File: src/rtl/uart_rx_pkg.sv
// Shared types and defaults for the UART receive path.
// Also usable by the transmitter for a common bit-timing convention.
package uart_rx_pkg;

    typedef enum logic [2:0] {
        StIdle     = 3'd0,
        StStart    = 3'd1,
        StData     = 3'd2,
        StStop     = 3'd3,
        StWaitIdle = 3'd4
    } rx_state_e;

    localparam int unsigned DefaultDivisor = 416;

    // Clocks from start-edge detect to the middle of the start bit.
    function automatic logic [15:0] half_period(input int unsigned divisor);
        return 16'(divisor / 2);
    endfunction

endpackage

File: src/rtl/uart_rx_timer.sv
// Bit-period timer: free-running count that wraps on target, with a
// synchronous clear used to align the count to the start edge.
module uart_rx_timer (
    input  logic        clk,
    input  logic        reset,
    input  logic        clear,
    input  logic [15:0] target,
    output logic        next_bit
);

    logic [15:0] count_q, count_d;

    always_comb begin
        next_bit = !clear && (count_q == target);
        if (clear || next_bit) begin
            count_d = '0;
        end else begin
            count_d = count_q + 16'd1;
        end
    end

    always_ff @(posedge clk or posedge reset) begin
        if (reset) begin
            count_q <= '0;
        end else begin
            count_q <= count_d;
        end
    end

endmodule

File: src/rtl/uart_rx.sv
// 8N1 UART receiver: mid-bit sampling, LSB first, valid/re handshake and
// sticky framing-error / overrun status.
module uart_rx
    import uart_rx_pkg::*;
#(
    parameter int unsigned DIVISOR = DefaultDivisor
) (
    input  logic       clk,
    input  logic       reset,
    input  logic       rx,
    output logic [7:0] rdata,
    output logic       valid,
    input  logic       re,
    output logic       frame_err,
    output logic       overrun
);

    localparam logic [15:0] HalfTarget = half_period(DIVISOR);
    localparam logic [15:0] BitTarget  = 16'(DIVISOR);

    logic        meta_q, rs_q, rs_prev_q;
    rx_state_e   state_q, state_d;
    logic [15:0] target_q, target_d;
    logic [2:0]  bit_idx_q, bit_idx_d;
    logic [7:0]  shift_q, shift_d;
    logic        byte_done_q, byte_done_d;
    logic [7:0]  rdata_q, rdata_d;
    logic        valid_q, valid_d;
    logic        frame_err_q, frame_err_d;
    logic        overrun_q, overrun_d;

    logic timer_clear, next_bit;
    logic frame_set, overrun_set, read_ack;

    uart_rx_timer u_timer (
        .clk      (clk),
        .reset    (reset),
        .clear    (timer_clear),
        .target   (target_q),
        .next_bit (next_bit)
    );

    always_comb begin
        state_d     = state_q;
        target_d    = target_q;
        bit_idx_d   = bit_idx_q;
        shift_d     = shift_q;
        byte_done_d = 1'b0;
        rdata_d     = rdata_q;
        valid_d     = valid_q;
        frame_set   = 1'b0;
        // Holding the timer cleared while idle aligns it to the detected edge.
        timer_clear = (state_q == StIdle);

        unique case (state_q)
            StIdle: begin
                if (rs_prev_q && !rs_q) begin
                    target_d = HalfTarget;
                    state_d  = StStart;
                end
            end
            StStart: begin
                if (next_bit) begin
                    if (!rs_q) begin
                        target_d  = BitTarget;
                        bit_idx_d = '0;
                        state_d   = StData;
                    end else begin
                        state_d = StIdle;
                    end
                end
            end
            StData: begin
                if (next_bit) begin
                    shift_d   = {rs_q, shift_q[7:1]};
                    bit_idx_d = bit_idx_q + 3'd1;
                    if (bit_idx_q == 3'd7) begin
                        state_d = StStop;
                    end
                end
            end
            StStop: begin
                if (next_bit) begin
                    if (rs_q) begin
                        byte_done_d = 1'b1;
                        state_d     = StIdle;
                    end else begin
                        frame_set = 1'b1;
                        state_d   = StWaitIdle;
                    end
                end
            end
            StWaitIdle: begin
                if (rs_q) begin
                    state_d = StIdle;
                end
            end
            default: state_d = StIdle;
        endcase

        read_ack    = re && valid_q;
        overrun_set = byte_done_q && valid_q && !re;
        if (read_ack) begin
            valid_d = 1'b0;
        end
        if (byte_done_q && (!valid_q || re)) begin
            rdata_d = shift_q;
            valid_d = 1'b1;
        end
        // A set in the same cycle as a read wins over the clear.
        frame_err_d = frame_set || (frame_err_q && !read_ack);
        overrun_d   = overrun_set || (overrun_q && !read_ack);
    end

    always_ff @(posedge clk or posedge reset) begin
        if (reset) begin
            meta_q      <= 1'b1;
            rs_q        <= 1'b1;
            rs_prev_q   <= 1'b1;
            state_q     <= StIdle;
            target_q    <= '0;
            bit_idx_q   <= '0;
            shift_q     <= '0;
            byte_done_q <= 1'b0;
            rdata_q     <= '0;
            valid_q     <= 1'b0;
            frame_err_q <= 1'b0;
            overrun_q   <= 1'b0;
        end else begin
            meta_q      <= rx;
            rs_q        <= meta_q;
            rs_prev_q   <= rs_q;
            state_q     <= state_d;
            target_q    <= target_d;
            bit_idx_q   <= bit_idx_d;
            shift_q     <= shift_d;
            byte_done_q <= byte_done_d;
            rdata_q     <= rdata_d;
            valid_q     <= valid_d;
            frame_err_q <= frame_err_d;
            overrun_q   <= overrun_d;
        end
    end

    assign rdata     = rdata_q;
    assign valid     = valid_q;
    assign frame_err = frame_err_q;
    assign overrun   = overrun_q;

endmodule

File: config.mk
export PLATFORM = sky130hd
export DESIGN_NAME = uart_rx
export DESIGN_NICKNAME = d
export VERILOG_FILES = /design/src/rtl/uart_rx_pkg.sv /design/src/rtl/uart_rx_timer.sv /design/src/rtl/uart_rx.sv
export SDC_FILE = /design/constraint.sdc
export NUM_CORES = 1
export LEC_CHECK = 0
export ABC_AREA = 0
export BUFFER_PORTS_ARGS = -buffer_cell sky130_fd_sc_hd__buf_2
export CORE_ASPECT_RATIO = 1.2
export CORE_MARGIN = 4
export CORE_UTILIZATION = 59
export DETAILED_ROUTE_END_ITERATION = 12
export PLACE_DENSITY = 0.78
export SLEW_MARGIN = 20
export SYNTH_ARGS = -nofsm -noshare
export SYNTH_HDL_FRONTEND = slang
export SYNTH_HIERARCHICAL = 1
export SYNTH_SLANG_ARGS = --single-unit
File: constraint.sdc
create_clock -name clk -period 2.95 [get_ports clk]
set_input_delay 0.885 -clock clk [delete_from_list [all_inputs] [get_ports clk]]
set_output_delay 0.885 -clock clk [all_outputs]
set_load 0.03 [all_outputs]
After elaboration in Yosys (flattened, before gate mapping)
Cells that the tools add are included.
- register bits: 61
- input port bits: 4
- output and inout bits: 11
- logic and storage cells: 79
- add/sub/neg operators: 2
- equal/unequal tests: 13
- mux-type cells: 26
- reductions and logical operators: 25
- operators with widths (kind ; count):
    16-bit two-way mux ; 4
    16-bit case mux with 2 select lines ; 1
    3-bit two-way mux ; 10
    16-bit by 1-bit adder with 16-bit output, second input constant ; 1
    16-bit equality test ; 1
    3-bit case mux with 5 select lines ; 1
    2-bit inequality test, second input constant ; 7
    1-bit logical AND ; 8
    1-bit two-way mux ; 8
    4-bit AND reduction ; 2
    3-bit by 2-bit equality test with 1-bit output, second input constant ; 2
    3-bit equality test, second input constant ; 2
    3-bit case mux with 2 select lines ; 1
    6-bit AND reduction ; 1
    2-bit nonzero test ; 3
    1-bit zero test ; 5
    1-bit logical OR ; 4
    3-bit by 1-bit adder with 3-bit output, second input constant ; 1
    3-bit by 1-bit equality test with 1-bit output, second input constant ; 1
    3-bit zero test ; 1
    2-bit two-way mux ; 1
    2-bit AND reduction ; 1

Longest topological paths before layout
Gate-level depths: netlist of run 1.
- depth after elaboration: 6
- depth in mapped cells: 8
- gate-level depth less buffers: 7

By module
The synthesis of run 1 kept the hierarchy.
- by module, submodules not included (module ; times used ; cells an instance ; area each (um^2) ; seq. area each (um^2)):
    uart_rx ; 1 ; 99 ; 1321.3 ; 804.5
    uart_rx_timer ; 1 ; 99 ; 962.2 ; 400.4

Worst setup path before layout of run 1
No wires, ideal clock.
- kind: flip-flop to flip-flop
- start point: register u_timer.count_q[5]
- end point: register shift_q[0]
- setup time: 125 ps
- arrival: 1950 ps
- required time: 2825 ps
- slack: 875 ps
- stages on the path, launching flop included: 8
- path buffers: 1
- period minus slack after synthesis: 2075 ps
- cell sequence: dfrtp_1 xor2_1 nor4_1 nand4_1 nor2_1 and4bb_1 buf_6 mux2_2
- word-level cells in the longest chain between the ends: 3
- RTL lines (element ; line ; text):
    start: declaration ; uart_rx_timer.sv:11 ; logic [15:0] count_q, count_d;
    start signal: assignment ; uart_rx_timer.sv:26 ; count_q <= count_d;
    16-bit equality test ; uart_rx_timer.sv:14 ; next_bit = !clear && (count_q == target);
    1-bit logical AND ; uart_rx_timer.sv:14 ;
    net next_bit ; uart_rx.sv:32 ; logic timer_clear, next_bit;
    2-bit AND reduction (no line) ; n/a ;
    end signal: assignment ; uart_rx.sv:136 ; shift_q <= shift_d;
    end: declaration ; uart_rx.sv:25 ; logic [7:0] shift_q, shift_d;
The timed path passes the listed nets, and every way through them passes these cells.
A chain may end at the register's enable or synchronous reset.

Worst setup path in the final report of run 1
- start point: register u_timer.count_q[7]
- end point: register shift_q[5]
Same word-level chain as after synthesis.

==> flow_metrics.py, run 1 <==
metrics = {
    "outcome": {
        "status": "completed",
    },
    "global_route": {
        "antenna_found_initial": 0,
        "first_global_vias": 1580,
        "grt_pass1_wl_mm": 7.320,
        "grt.overflow.total": 0,
        "grt_max_degree": 33,
        "grt_usage": 0.1874,
    },
    "synth": {
        "synth-seq-cells": 48,
        "yosysTopAreaCell": "dfrtp_1",
        "ys.flop_type": "dfrtp_1",
        "synth_cells": 198,
        "synth_edf_count": 0,
        "synth.cell_area_um2": 2283,
        "synth_cell_types": 44,
        "yosysWarningCount": 6,
        "ys_async_sr_fraction": 1.000,
        "synth.top_cell.area_share": 0.4932,
        "synth.area.top_cells": "dfrtp_1, xor2_1, mux2_2",
        "seq_area_frac_synth": 0.5277,
        "avgSynthCellArea_um2": 11.53,
    },
    "clock_network": {
        "clk_latency_ns": 0.30,
        "cts_made_buffers": 5,
        "post_cts_buffers": 0,
        "cts_tree": "built",
        "root_buffer": "clkbuf_8",
        "cts_buffer_depth": 2,
        "cts-hold-fix-buffers": 0,
        "cts_resized": 0,
        "cts_sinks": 48,
        "path_clk_slew_ns": 0.09,
        "htree_levels": 2,
    },
    "sta": {
        "setup_viol": 0,
        "timing.fmax_mhz": 389.2,
        "worst_clock_skew_ns": 0.01135,
        "hold_viol_final": 0,
        "finalSetupTns_ns": 0,
        "min_period_ns": 2.569,
        "rsz0062_at_grt": "no",
        "drv_slew": 0,
        "layout_setup_ws_ns": 0.3809,
        "maxSlewHeadroom": 0.5851,
        "period_share": 0.8709,
        "worstMarginPinSlew_ns": 0.6217,
    },
    "die": {
        "rows": 24,
        "coreArea_um2": 3694,
        "fp.dieH_um": 76.15,
        "die-area_um2": 4934,
        "die_w_um": 64.79,
        "io_pins": 15,
        "initial_core_util": 0.6182,
    },
    "critical_path": {
        "critPathLaunch": "u_timer/count_q[7]$_DFF_PP0_",
        "crit_arrival_ns": 2.75,
        "critPathLaunchType": "flop",
        "crit_path_end": "shift_q[5]$_DFFE_PP0P_",
        "slowest_stage": "and4bb_1",
        "end_kind": "flop",
        "r2r_cells": 6,
        "slowest_delay_ns": 0.49,
        "reg2reg_slack_ns": 0.38,
        "cp.depth": 6,
        "critical_path.top_delay_family": "simple AND/OR/NAND/NOR gates",
        "critPathBufInv": 0,
        "cp_data_required_time_ns": 3.13,
        "crit_type": "flop to flop",
        "rr_startpoint": "u_timer/count_q[7]$_DFF_PP0_",
        "cp_max_fo": 9,
        "crit_chain": "xor2_1, nor4_1, nand4_1, nor2_1, and4bb_1, mux2_2",
        "r2r-end": "shift_q[5]$_DFFE_PP0P_",
    },
    "placement": {
        "dp_hpwl_mm": 2.896,
        "portBuffers": 14,
        "place_ws_ns": 0.4140,
        "place.gp.congestion": 0.8112,
    },
    "cells_and_area": {
        "syn_to_final_growth_pct": 10.90,
        "diodes": 0,
        "drive_above_1_share": 0.2287,
        "fin_nets": 229,
    },
    "detailed_routing": {
        "vias": 1501,
        "routed_via_density": 5.458,
        "routed_wl_mm": 3.980,
        "first_iter_violations": 83,
        "antenna_left": 0,
        "drtPass1Iterations": 4,
        "remaining_drc_errors": 0,
        "wl_per_cell_um": 14.47,
    },
    "power_and_ir_drop": {
        "max-vdd-ir-drop_uv": 397.2,
        "power_density_nw_per_um2": 596.3,
        "cellLeakagePower_nw": 1.258,
    },
    "min_path": {
        "hp-class": "flop to flop",
    },
    "flow_run": {
        "drv_cap": 0,
    },
}
-- through the flow --
step	area (µm²)	util	instances	total power [mW]	hold WS, ns
floorplan	2321	-	208	0.9716	0.3452
global placement	2411	0.6528	267	1.007	0.3462
detailed placement	2411	0.6528	267	1.026	0.3469
CTS	2532	0.6856	275	1.525	0.3596
global route	2532	0.6856	275	1.595	0.3642
finish	2532	0.6856	275	1.510	0.3584
-- synth_stat cells (2+ instances only) --
| cell | number |
|---|---|
| a21oi_1 | 7 |
| dfstp_2 | 3 |
| nor3_1 | 2 |
| o22ai_1 | 2 |
| buf_4 | 3 |
| ha_1 | 3 |
| buf_2 | 3 |
| and3_1 | 4 |
| nor2_1 | 19 |
| a211oi_1 | 2 |
| nand3_1 | 5 |
| inv_1 | 6 |
| nand2b_1 | 3 |
| nand3_2 | 2 |
| mux2i_1 | 2 |
| xor2_1 | 22 |
| dfrtp_1 | 45 |
| xnor2_1 | 6 |
| mux2_2 | 16 |
| nand4_1 | 2 |
| o21ai_0 | 2 |
| nand2_1 | 12 |
| nor4_1 | 5 |
| o31ai_1 | 2 |
-- flip-flops by register name (all words and copies together), names as in the netlist --
register	flops
overrun	1
state_q	3
rdata	8
frame_err	1
u_timer/count_q	16
shift_q	8
valid	1
meta_q	1
byte_done_q	1
rs_prev_q	1
target_q	3
rs_q	1
bit_idx_q	3
-- layout make-up --
class / instances / area (µm²)
sequential: 48 / 1205
fill: 285 / 1161
multi-input combinational: 146 / 1041
clock buffer: 6 / 82.58
timing repair buffer: 15 / 77.57
tap: 52 / 65.06
clock inverter: 2 / 38.79
inverter: 6 / 22.52
-- placed cells by master, fill, tap and decap left out, types with 5 or more instances in the layout --
cell type	instances
clkbuf_8	6
xnor2_1	6
nand2_1	12
conb_1	11
a21oi_1	7
nor2_1	19
nor4_1	5
mux2_2	16
inv_1	6
xor2_1	22
nand3_1	5
dfrtp_1	45
buf_2	14
-- report_power, final --
part           internal, mW  switching [mW]
combinational        0.0996           0.110
sequential            0.719          0.0893
clock                 0.277           0.215
-- routing by layer --
layer / GRT usage / vias up / routed length [µm]
li1: - / 724 / -
met3: 0.04425 / 4 / 102
met5: 0 / - / 0
met2: 0.3214 / 17 / 2147
met4: 0.05708 / 0 / 40
met1: 0.2307 / 756 / 1690
-- worst min-delay path by stage --
stage	startpoint	end	slack [ns]	cells past startpoint
after floorplan	meta_q$_DFF_PP1_	rs_q$_DFF_PP1_	0.35	0
after global placement	meta_q$_DFF_PP1_	rs_q$_DFF_PP1_	0.35	0
after detailed placement	meta_q$_DFF_PP1_	rs_q$_DFF_PP1_	0.35	0
after CTS	meta_q$_DFF_PP1_	rs_q$_DFF_PP1_	0.36	0
after global routing	meta_q$_DFF_PP1_	rs_q$_DFF_PP1_	0.36	0
final	meta_q$_DFF_PP1_	rs_q$_DFF_PP1_	0.36	0
-- logic make-up (layout without fill, tap and decap cells) --
| logic type | after synthesis | in the layout | synth area share |
|---|---|---|---|
| AO/OA/AOI/OAI | 22 | 22 | 0.06575 |
| multiplexers | 18 | 18 | 0.08767 |
| buffers and inverters | 14 | 29 | 0.03287 |
| AND/OR/NAND/NOR | 64 | 64 | 0.1605 |
| XOR/XNOR | 28 | 28 | 0.1074 |
| flip-flops | 48 | 48 | 0.5277 |
| adder cells (fa/ha/maj) | 3 | 3 | 0.01644 |
| other | 1 | 11 | 0.001642 |
No activity file was read; power rests on OpenSTA's default activity.
==> inputs of run 2 (changes only) <==
--- a/config.mk
+++ b/config.mk
@@ -11,7 +11,7 @@
 export CORE_MARGIN = 4
 export CORE_UTILIZATION = 59
 export DETAILED_ROUTE_END_ITERATION = 12
-export PLACE_DENSITY = 0.78
+export PLACE_DENSITY = 0.85
 export SLEW_MARGIN = 20
 export SYNTH_ARGS = -nofsm -noshare
 export SYNTH_HDL_FRONTEND = slang
==> run 2 against run 1 <==
  * Combinational power about the same
  * Sequential power about the same
  * Die area unchanged
  * Global-route usage up 0.15 points
  * Critical path type unchanged
  * Largest cell class unchanged
==> flow_metrics.py, run 2 (synthesis gave the netlist of run 1 again) <==
metrics = {
    "outcome": {
        "status": "completed",
    },
    "sta": {
        "period_share": 0.8536,
        "maxSlewHeadroom": 0.5899,
        "worstMarginPinSlew_ns": 0.6144,
        "finalSetupTns_ns": 0,
        "worst_clock_skew_ns": 0.01232,
        "setup_viol": 0,
        "timing.fmax_mhz": 397.1,
        "drv_slew": 0,
        "rsz0062_at_grt": "no",
        "min_period_ns": 2.518,
        "hold_viol_final": 0,
    },
    "power_and_ir_drop": {
        "max-vdd-ir-drop_uv": 415.0,
        "power_mw": 1.510,
        "cellLeakagePower_nw": 1.258,
        "power_density_nw_per_um2": 596.5,
    },
    "clock_network": {
        "cts_sinks": 48,
        "cts-hold-fix-buffers": 0,
        "cts_tree": "built",
        "path_clk_slew_ns": 0.09,
        "clk_latency_ns": 0.30,
        "root_buffer": "clkbuf_8",
        "cts_buffer_depth": 2,
        "htree_levels": 2,
        "cts_made_buffers": 5,
        "post_cts_buffers": 0,
        "cts_resized": 0,
    },
    "detailed_routing": {
        "vias": 1487,
        "antenna_left": 0,
        "drtPass1Iterations": 4,
        "routed_via_density": 5.407,
        "routed_wl_mm": 4.035,
        "remaining_drc_errors": 0,
        "first_iter_violations": 70,
        "wl_per_cell_um": 14.67,
    },
    "cells_and_area": {
        "final_common_cell": "dfrtp_1",
        "largest_register_ff_count": 16,
        "diodes": 0,
        "final_util": 0.6856,
        "fin_nets": 229,
        "drive_above_1_share": 0.2287,
        "fillers": 287,
        "final_cell_mix": "dfrtp_1, xor2_1, nor2_1",
        "syn_to_final_growth_pct": 10.90,
        "regMostFlops": "u_timer/count_q",
    },
    "die": {
        "coreArea_um2": 3694,
        "rows": 24,
        "io_pins": 15,
        "die_w_um": 64.79,
        "die-area_um2": 4934,
        "initial_core_util": 0.6182,
        "fp.dieH_um": 76.15,
    },
    "critical_path": {
        "cp_max_fo": 9,
        "slowest_stage": "and4bb_1",
        "critical_path.top_delay_family": "simple AND/OR/NAND/NOR gates",
        "slowest_delay_ns": 0.50,
        "critPathLaunchType": "flop",
        "crit_chain": "xor2_1, nor4_1, nand4_1, nor2_1, and4bb_1, mux2_2",
        "crit_type": "flop to flop",
        "end_kind": "flop",
        "critPathBufInv": 0,
        "cp_data_required_time_ns": 3.14,
        "crit_arrival_ns": 2.71,
    },
    "min_path": {
        "hp-class": "flop to flop",
    },
    "global_route": {
        "grt_pass1_wl_mm": 7.176,
        "grt.overflow.total": 0,
        "antenna_found_initial": 0,
        "first_global_vias": 1498,
        "grt_usage": 0.1889,
        "top_usage_layer": "met2",
        "met1_usage": 0.2297,
        "use_met3": 0.04425,
        "grt_max_degree": 33,
        "use_met2": 0.3142,
    },
    "placement": {
        "dp_hpwl_mm": 2.873,
        "portBuffers": 14,
        "place.gp.congestion": 0.8647,
    },
    "flow_run": {
        "drv_cap": 0,
    },
}
-- run 2: cell counts in the layout (fill, tap and decap cells not counted) --
No cell type changed its count.
-- run 2: per-layer routing --
metal | vias up | share of wire
met3 | 11 | 0.028
met2 | 23 | 0.52
met1 | 728 | 0.42
li1 | 725 | -
met4 | 0 | 0.027
met5 | - | 0
-- run 2: power by group --
part	total [mW]	internal [mW]	switching (mW)
logic	0.206	0.0992	0.107
registers	0.811	0.719	0.0919
clock network	0.493	0.277	0.216
total	1.51	1.10	0.415
-- run 2: path summary, 6_finish.rpt --
| path | start | end | slack, ns | cells after the start |
|---|---|---|---|---|
| hold reg to reg | meta_q$_DFF_PP1_ | rs_q$_DFF_PP1_ | 0.36 | 0 |
| max in group asynchronous | reset | u_timer/count_q[1]$_DFF_PP0_ | 1.90 | 2 |
| hold / removal | meta_q$_DFF_PP1_ | rs_q$_DFF_PP1_ | 0.36 | 0 |
| setup / recovery | u_timer/count_q[5]$_DFF_PP0_ | shift_q[7]$_DFFE_PP0P_ | 0.43 | 6 |
| setup reg to reg | u_timer/count_q[5]$_DFF_PP0_ | shift_q[7]$_DFFE_PP0P_ | 0.43 | 6 |
| min in group asynchronous | reset | u_timer/count_q[9]$_DFF_PP0_ | 0.65 | 2 |
-- run 2: stage by stage --
step                      area (µm²)  setup WS, ns  cells  hold WS (ns)
after detailed placement        2411        0.4572    267        0.3501
after floorplan                 2321        0.8755    208        0.3452
after global routing            2532        0.2531    275        0.3676
after global placement          2411        0.5060    267        0.3488
after CTS                       2532        0.4225    275        0.3620
final                           2532        0.4317    275        0.3630
-- run 2: area by class of cell --
class                      count  area (µm²)  share of cell area
clock buffer                   6       82.58             0.03261
clock inverter                 2       38.79             0.01532
inverter                       6       22.52            0.008893
multi-input combinational    146        1041              0.4111
sequential                    48        1205              0.4758
tap                           52       65.06             0.02569
timing repair buffer          15       77.57             0.03063
-- run 2: worst reg2reg max path, cell delays in order (launching register included) --
cell and delay (ns):
dfrtp_1 0.47, xor2_1 0.20, nor4_1 0.41, nand4_1 0.14, nor2_1 0.31, and4bb_1 0.50
mux2_2 0.39
